**src/rtl/isr_sequencer.sv**
```systemverilog
// Job sequencer in front of the ISR integer-square-root unit: FIFO-buffers radicands, runs one ISR job at a time.
// Optional RUN-state watchdog with out_err flag when ISR_SEQ_TIMEOUT_EN is defined.
module isr_sequencer #(
    parameter int DEPTH          = 4,
    parameter int TIMEOUT_CYCLES = 128
) (
    input  logic        clock,
    input  logic        reset,
    input  logic        in_valid,
    output logic        in_ready,
    input  logic [63:0] in_value,
    output logic        out_valid,
    input  logic        out_ready,
    output logic [31:0] out_result,
    output logic [63:0] out_value,
    output logic        isr_reset,
    output logic [63:0] isr_value,
    input  logic [31:0] isr_result,
    input  logic        isr_done
`ifdef ISR_SEQ_TIMEOUT_EN
    ,
    output logic        out_err
`endif
);
    localparam int PW = $clog2(DEPTH);
    localparam int CW = PW + 1;

    typedef enum logic [1:0] {IDLE, LOAD, RUN, OUT} state_t;

    if (DEPTH < 2 || (DEPTH & (DEPTH - 1)) != 0 || TIMEOUT_CYCLES < 2) begin : g_bad_params
        $error("isr_sequencer: DEPTH must be a power of 2 >= 2 and TIMEOUT_CYCLES >= 2");
    end

    logic [63:0]   fifo_mem [DEPTH];
    logic [PW-1:0] wr_ptr_reg;
    logic [PW-1:0] rd_ptr_reg;
    logic [CW-1:0] count_reg;
    state_t        state_reg;
    state_t        state_next;
    logic          load_cnt_reg;
    logic          push;
    logic          pop;
    logic          timeout_hit;

    // Ready depends on occupancy only, so a full FIFO never accepts even while popping.
    assign in_ready = (count_reg != CW'(DEPTH));
    assign push     = in_valid && in_ready;
    assign pop      = (state_reg == IDLE) && (count_reg != '0);

    always_ff @(posedge clock) begin
        if (!reset) begin
            wr_ptr_reg <= '0;
            rd_ptr_reg <= '0;
            count_reg  <= '0;
        end else begin
            if (push)
                wr_ptr_reg <= wr_ptr_reg + PW'(1);
            if (pop)
                rd_ptr_reg <= rd_ptr_reg + PW'(1);
            case ({push, pop})
                2'b10:   count_reg <= count_reg + CW'(1);
                2'b01:   count_reg <= count_reg - CW'(1);
                default: count_reg <= count_reg;
            endcase
        end
    end

    always_ff @(posedge clock) begin
        if (push)
            fifo_mem[wr_ptr_reg] <= in_value;
    end

    always_comb begin
        state_next = state_reg;
        case (state_reg)
            IDLE:    if (pop) state_next = LOAD;
            LOAD:    if (load_cnt_reg) state_next = RUN;
            RUN:     if (isr_done || timeout_hit) state_next = OUT;
            OUT:     if (out_ready) state_next = IDLE;
            default: state_next = IDLE;
        endcase
    end

    // isr_value is written only when a job is popped, keeping it stable from LOAD through OUT.
    always_ff @(posedge clock) begin
        if (!reset) begin
            state_reg    <= IDLE;
            isr_reset    <= 1'b1;
            isr_value    <= '0;
            out_valid    <= 1'b0;
            out_result   <= '0;
            out_value    <= '0;
            load_cnt_reg <= 1'b0;
        end else begin
            state_reg <= state_next;
            case (state_reg)
                IDLE: begin
                    if (pop) begin
                        isr_value    <= fifo_mem[rd_ptr_reg];
                        load_cnt_reg <= 1'b0;
                    end
                end
                LOAD: begin
                    load_cnt_reg <= 1'b1;
                    if (load_cnt_reg)
                        isr_reset <= 1'b0;
                end
                RUN: begin
                    if (isr_done) begin
                        out_result <= isr_result;
                        out_value  <= isr_value;
                        out_valid  <= 1'b1;
                        isr_reset  <= 1'b1;
                    end else if (timeout_hit) begin
                        out_result <= '1;
                        out_value  <= isr_value;
                        out_valid  <= 1'b1;
                        isr_reset  <= 1'b1;
                    end
                end
                OUT: begin
                    if (out_ready)
                        out_valid <= 1'b0;
                end
                default: ;
            endcase
        end
    end

`ifdef ISR_SEQ_TIMEOUT_EN
    localparam int RW = $clog2(TIMEOUT_CYCLES) + 1;
    localparam logic [RW-1:0] RUN_LAST = RW'(TIMEOUT_CYCLES - 1);

    logic [RW-1:0] run_cnt_reg;

    assign timeout_hit = (run_cnt_reg == RUN_LAST);

    // A done seen on the final watchdog cycle still wins over the timeout.
    always_ff @(posedge clock) begin
        if (!reset) begin
            run_cnt_reg <= '0;
            out_err     <= 1'b0;
        end else begin
            if (state_reg == LOAD)
                run_cnt_reg <= '0;
            else if (state_reg == RUN)
                run_cnt_reg <= run_cnt_reg + RW'(1);
            if (state_reg == RUN && !isr_done && timeout_hit)
                out_err <= 1'b1;
            else if (state_reg == OUT && out_ready)
                out_err <= 1'b0;
        end
    end
`else
    assign timeout_hit = 1'b0;
`endif

endmodule
```
**config.mk**
```make
export PLATFORM = sky130hd
export DESIGN_NAME = isr_sequencer
export DESIGN_NICKNAME = d
export VERILOG_FILES = /design/src/rtl/isr_sequencer.sv
export SDC_FILE = /design/constraint.sdc
export NUM_CORES = 1
export LEC_CHECK = 0
export CORE_MARGIN = 2
export CORE_UTILIZATION = 40
export CTS_CLUSTER_DIAMETER = 100
export DETAILED_ROUTE_END_ITERATION = 10
export GPL_TIMING_DRIVEN = 0
export PLACE_DENSITY_LB_ADDON = 0.1
export SETUP_SLACK_MARGIN = 0.2
export SYNTH_ARGS = -nofsm -noshare
export SYNTH_HDL_FRONTEND = slang
export SYNTH_SLANG_ARGS = --single-unit
```
**constraint.sdc**
```tcl
create_clock -name clock -period 2.9 [get_ports clock]
set_input_delay 0.58 -clock clock [delete_from_list [all_inputs] [get_ports clock]]
set_output_delay 0.58 -clock clock [all_outputs]
set_load 0.03 [all_outputs]
```
[Yosys cells after proc, flatten, opt, wreduce, memory -nomap -nowiden]
Memory sizes are Yosys's and may differ from the RTL's. A register that Yosys moved wholly into a read port is not among the register bits.
Index checks and enable logic that the tools add are counted.
Word-level totals
  bits in registers: 108
  memories: 1
  output and inout bits: 163
  bits of input ports: 101
  memory bits (writable): 256
  logic and storage cells: 54
Operators by class
  $add $sub $neg: 4
  reductions and logical operators: 15
  muxes and demuxes: 15
  eq/ne operators: 10
Memory list
  fifo_mem: words 4, bits a word 64, rd ports 1, clocked after memory_dff 1, write ports 1, RTL line 34  | logic [63:0] fifo_mem [DEPTH];
Operator list (count)
  $mux W2: 4
  $ne A2 B2 Y1 const B: 4
  $pmux W2 S4: 1
  $reduce_bool A2 Y1: 4
  $eq A2 B2 Y1 const B: 3
  $mux W1: 6
  $pmux W1 S2: 3
  $pmux W3 S2: 1
  $reduce_and A2 Y1: 3
  $reduce_and A3 Y1: 2
  $add A2 B1 Y2 const B: 2
  $eq A2 B1 Y1 const B: 2
  $reduce_and A4 Y1: 1
  $add A3 B1 Y3 const B: 1
  $ne A3 B3 Y1 const B: 1
  $reduce_bool A3 Y1: 1
  $sub A3 B1 Y3 const B: 1
  $logic_and A1 B1 Y1: 2
  $logic_not A2 Y1: 1
  $logic_not A1 Y1: 1

[Longest topological paths before layout]
  word-level depth: 4
  depth in mapped cells: 10
  mapped depth without buffers: 10

[Worst setup path after synthesis]
OpenSTA, ideal clock, no wires.
  path type: register to register
  start: register count_reg[0]
  end: memory fifo_mem[0][0], enable pin
  slack: 46 ps
  data required time: 2471 ps
  buffers on the path: 1
  library setup time: 429 ps
  stages on the path, launching flop included: 4
  data arrival time: 2425 ps
  path through: dfxtp_1 > or3b_1 > buf_2 > and3_1
Between the ends
  longest elaborated chain between the ends: 4
Ends and longest elaborated chain
  start, declared: RTL line 37  | logic [CW-1:0] count_reg;
  start signal, assigned: RTL line 61  | 2'b10: count_reg <= count_reg + CW'(1);
  start signal, assigned: RTL line 62  | 2'b01: count_reg <= count_reg - CW'(1);
  start signal, assigned: RTL line 63  | default: count_reg <= count_reg;
  $ne A3 B3 Y1: RTL line 46  | assign in_ready = (count_reg != CW'(DEPTH));
  via in_ready: RTL line 10  | output logic in_ready,
  $logic_and A1 B1 Y1: RTL line 47  | assign push = in_valid && in_ready;
  $mux W1: RTL line 69  | if (push)
  $mux W1 (implied by the code): RTL line 70  | fifo_mem[wr_ptr_reg] <= in_value;
  end, declared: RTL line 34
The timed path passes the listed nets, and every way through them passes these cells.

[Final worst setup path]
  start: register count_reg[2]
  end: output port in_ready
Between the ends
  longest elaborated chain between the ends: 1
Ends and longest elaborated chain (RTL line)
  $ne A3 B3 Y1: 46
  end, declared: 10
No other way between the ends.

==> flow_summary.yaml <==
synth:
  synth_edf_count: 256
  yosysWarningCount: 0
  synthCells: 978
  synthFlopType: "edfxtp_1"
  synth-async-reset-ratio_pct: 0
  avgSynthCellArea_sq_um: 15.6
  ys_ff_latch: 428
  synth_nets: 1090
  synthDistinctLibCells: 37
  seq_area_frac_synth_pct: 72.9
  syn_area_sq_um: 15300
timing:
  fin_tns_setup_ns: 0
  rsz0062_at_grt: "false"
  maxSlewViolCount: 0
  worst_pin_slew_ns: 0.785
  fin_skew_ns: 0.0183
  min_period_ns: 2.53
  relSlewSlack_pct: 47.6
  worst_slack_ns: 0.365
  fmax_mhz: 395
  setup_viol: 0
  finalHoldViolCount: 0
  post-route-period-util_pct: 87.4
grt:
  grt_max_degree: 50
  grt_pass1_wl_um: 54800
  antenna_found_initial: 4
  grt_pass1_vias: 9004
  grt.total_usage_pct: 18.7
  overflow: 0
setup_path:
  worst_setup_path_start_kind: "register"
  crit_path_start: "count_reg[2]"
  rr_startpoint: "state_reg[0]"
  worstSetupPathType: "register to output port"
  worstPathMaxFanout: 10
  critPathCaptureType: "output port"
  cp.arrival_ns: 1.95
  worstPathRequired_ns: 2.32
run_status:
  run_status: "completed"
clock_tree:
  cts_sinks: 428
  path_clk_slew_ns: 0.06
  root_buffer: "clkbuf_16"
  htreeDepth: 2
  clockBufferDepth: 3
  worstSkewPairLatency_ns: 0.58
  cts_tree: "done"
  postCtsHoldBufs: 0
  cts_buffers: 45
power:
  power.total_mw: 18.6
  p_leak_nw: 6.63
  power.density_nw_per_um2: 925
  peakVddDrop_uv: 487
cells_and_area:
  fin_util_pct: 53.3
  largestRegisters: "fifo_mem x256, isr_value x64, out_value x64"
  drive_gt1_share_pct: 13.0
  area_growth_pct: 31.4
  largest_reg_flops: 256
  fin_nets: 1403
  top_register: "fifo_mem"
hold_path:
  min_from: "in_valid"
  hp-class: "primary input to register"
route:
  wl_um: 36900
  drtPass1Iterations: 5
  vias: 9041
  ant_nets: 0
  wl_per_cell_um: 20.0
  via_per_inst: 4.91
  drt_iter0_drc: 468
  drcViolationCount: 0
placed_design:
  post-dp-hpwl_um: 24300
  routabilityCongestion: 0.725
  dp_slack_ns: -0.000805
  port-buffer-count: 262
die:
  boundaryPins: 264
  die_h_um: 199
  core_sq_um: 37700
  start_util_pct: 40.6
  die_w_um: 199
  rows: 71
  dieArea_sq_um: 39800
job:
  maxCapViolations: 0
-- where the power goes --
part / leakage (nW) / internal (mW) / switching (mW) / total [mW]
clock: 0.693 / 3.17 / 2.34 / 5.51
sequential: 3.74 / 7.32 / 0.585 / 7.90
combinational: 2.19 / 2.31 / 2.86 / 5.16
-- synthesized netlist by cell type, types with 4 or more instances --
master    count  area (sq um)
inv_1        10          37.5
a22o_1       64           561
mux4_2       64          1440
ha_1         10           125
buf_1         7          26.3
buf_12        7           140
nand2_1     200           751
edfxtp_1    256          7690
nor2_1        6          22.5
dfxtp_1     172          3440
buf_2        16          80.1
and3_1        4          25.0
a21oi_1     100           500
buf_6         5          56.3
clkbuf_1     26          97.6
xor2_1        4          35.0
-- critical path, stage by stage (launching register included) --
cell           delay, ns
dfxtp_1             0.45
or3b_1              0.36
buf_2               0.18
dlygate4sd2_1       0.39
-- final cells by class --
class,instances,area [sq um]
Buffer,61,400
Antenna cell,4,10.0
Clock inverter,26,230
Fill cell,3249,17600
Tap cell,511,639
Clock buffer,57,1180
Multi-Input combinational cell,478,3720
Inverter,11,41.3
Timing Repair Buffer,266,2720
Sequential cell,428,11100
-- worst paths after layout --
path	cells after the start	endpoint	slack (ns)
setup / recovery	3	in_ready	0.37
hold / removal	3	wr_ptr_reg[1]	0.43
setup reg to reg	7	out_value[57]	0.48
hold reg to reg	2	out_result[22]	0.45
-- routing by layer --
layer,GRT usage [%],wire length (um),vias to the layer above,part of all wire (%)
met2,30.6,17600,243,48
met5,0,13,-,0.035
met1,24.3,16000,4469,43
met3,5.70,2670,46,7.2
met4,4.99,646,2,1.8
li1,-,-,4281,-
-- cell usage in the layout, fill, tap and decap left out, types with 7 or more instances in the layout --
cell type,synthesis,final
clkbuf_16,0,45
buf_2,16,16
a21oi_1,100,100
buf_12,7,8
dfxtp_1,172,172
clkbuf_1,26,37
clkdlybuf4s50_1,0,261
clkinv_2,0,10
clkinv_1,0,8
buf_1,7,7
inv_1,10,10
a22o_1,64,64
nand2_1,200,200
edfxtp_1,256,256
ha_1,10,10
mux4_2,64,64
-- per-stage QoR --
| step | instance area, sq um | hold WS, ns | instances |
|---|---|---|---|
| finish | 20100 | 0.434 | 1842 |
| global route | 20100 | 0.434 | 1840 |
| CTS | 20100 | 0.399 | 1838 |
| detailed placement | 18700 | 0.448 | 1755 |
| global placement | 18500 | 0.442 | 1751 |
| floorplan | 15300 | 0.468 | 978 |
-- what timing repair did --
item,in CTS,in global routing
buffers inserted,0,0
setup endpoints to repair,1,0
resized for setup,1,0
-- kinds of logic after synthesis --
logic type      Yosys count  synth area share, %
compound gates          174                 7.64
xor+xnor                  4                0.229
fa+ha+maj                11                0.950
buf+inv                  72                 2.89
flops                   428                 72.9
mux                      67                 9.64
simple gates            222                 5.79
(Power assumes the default switching activity.)
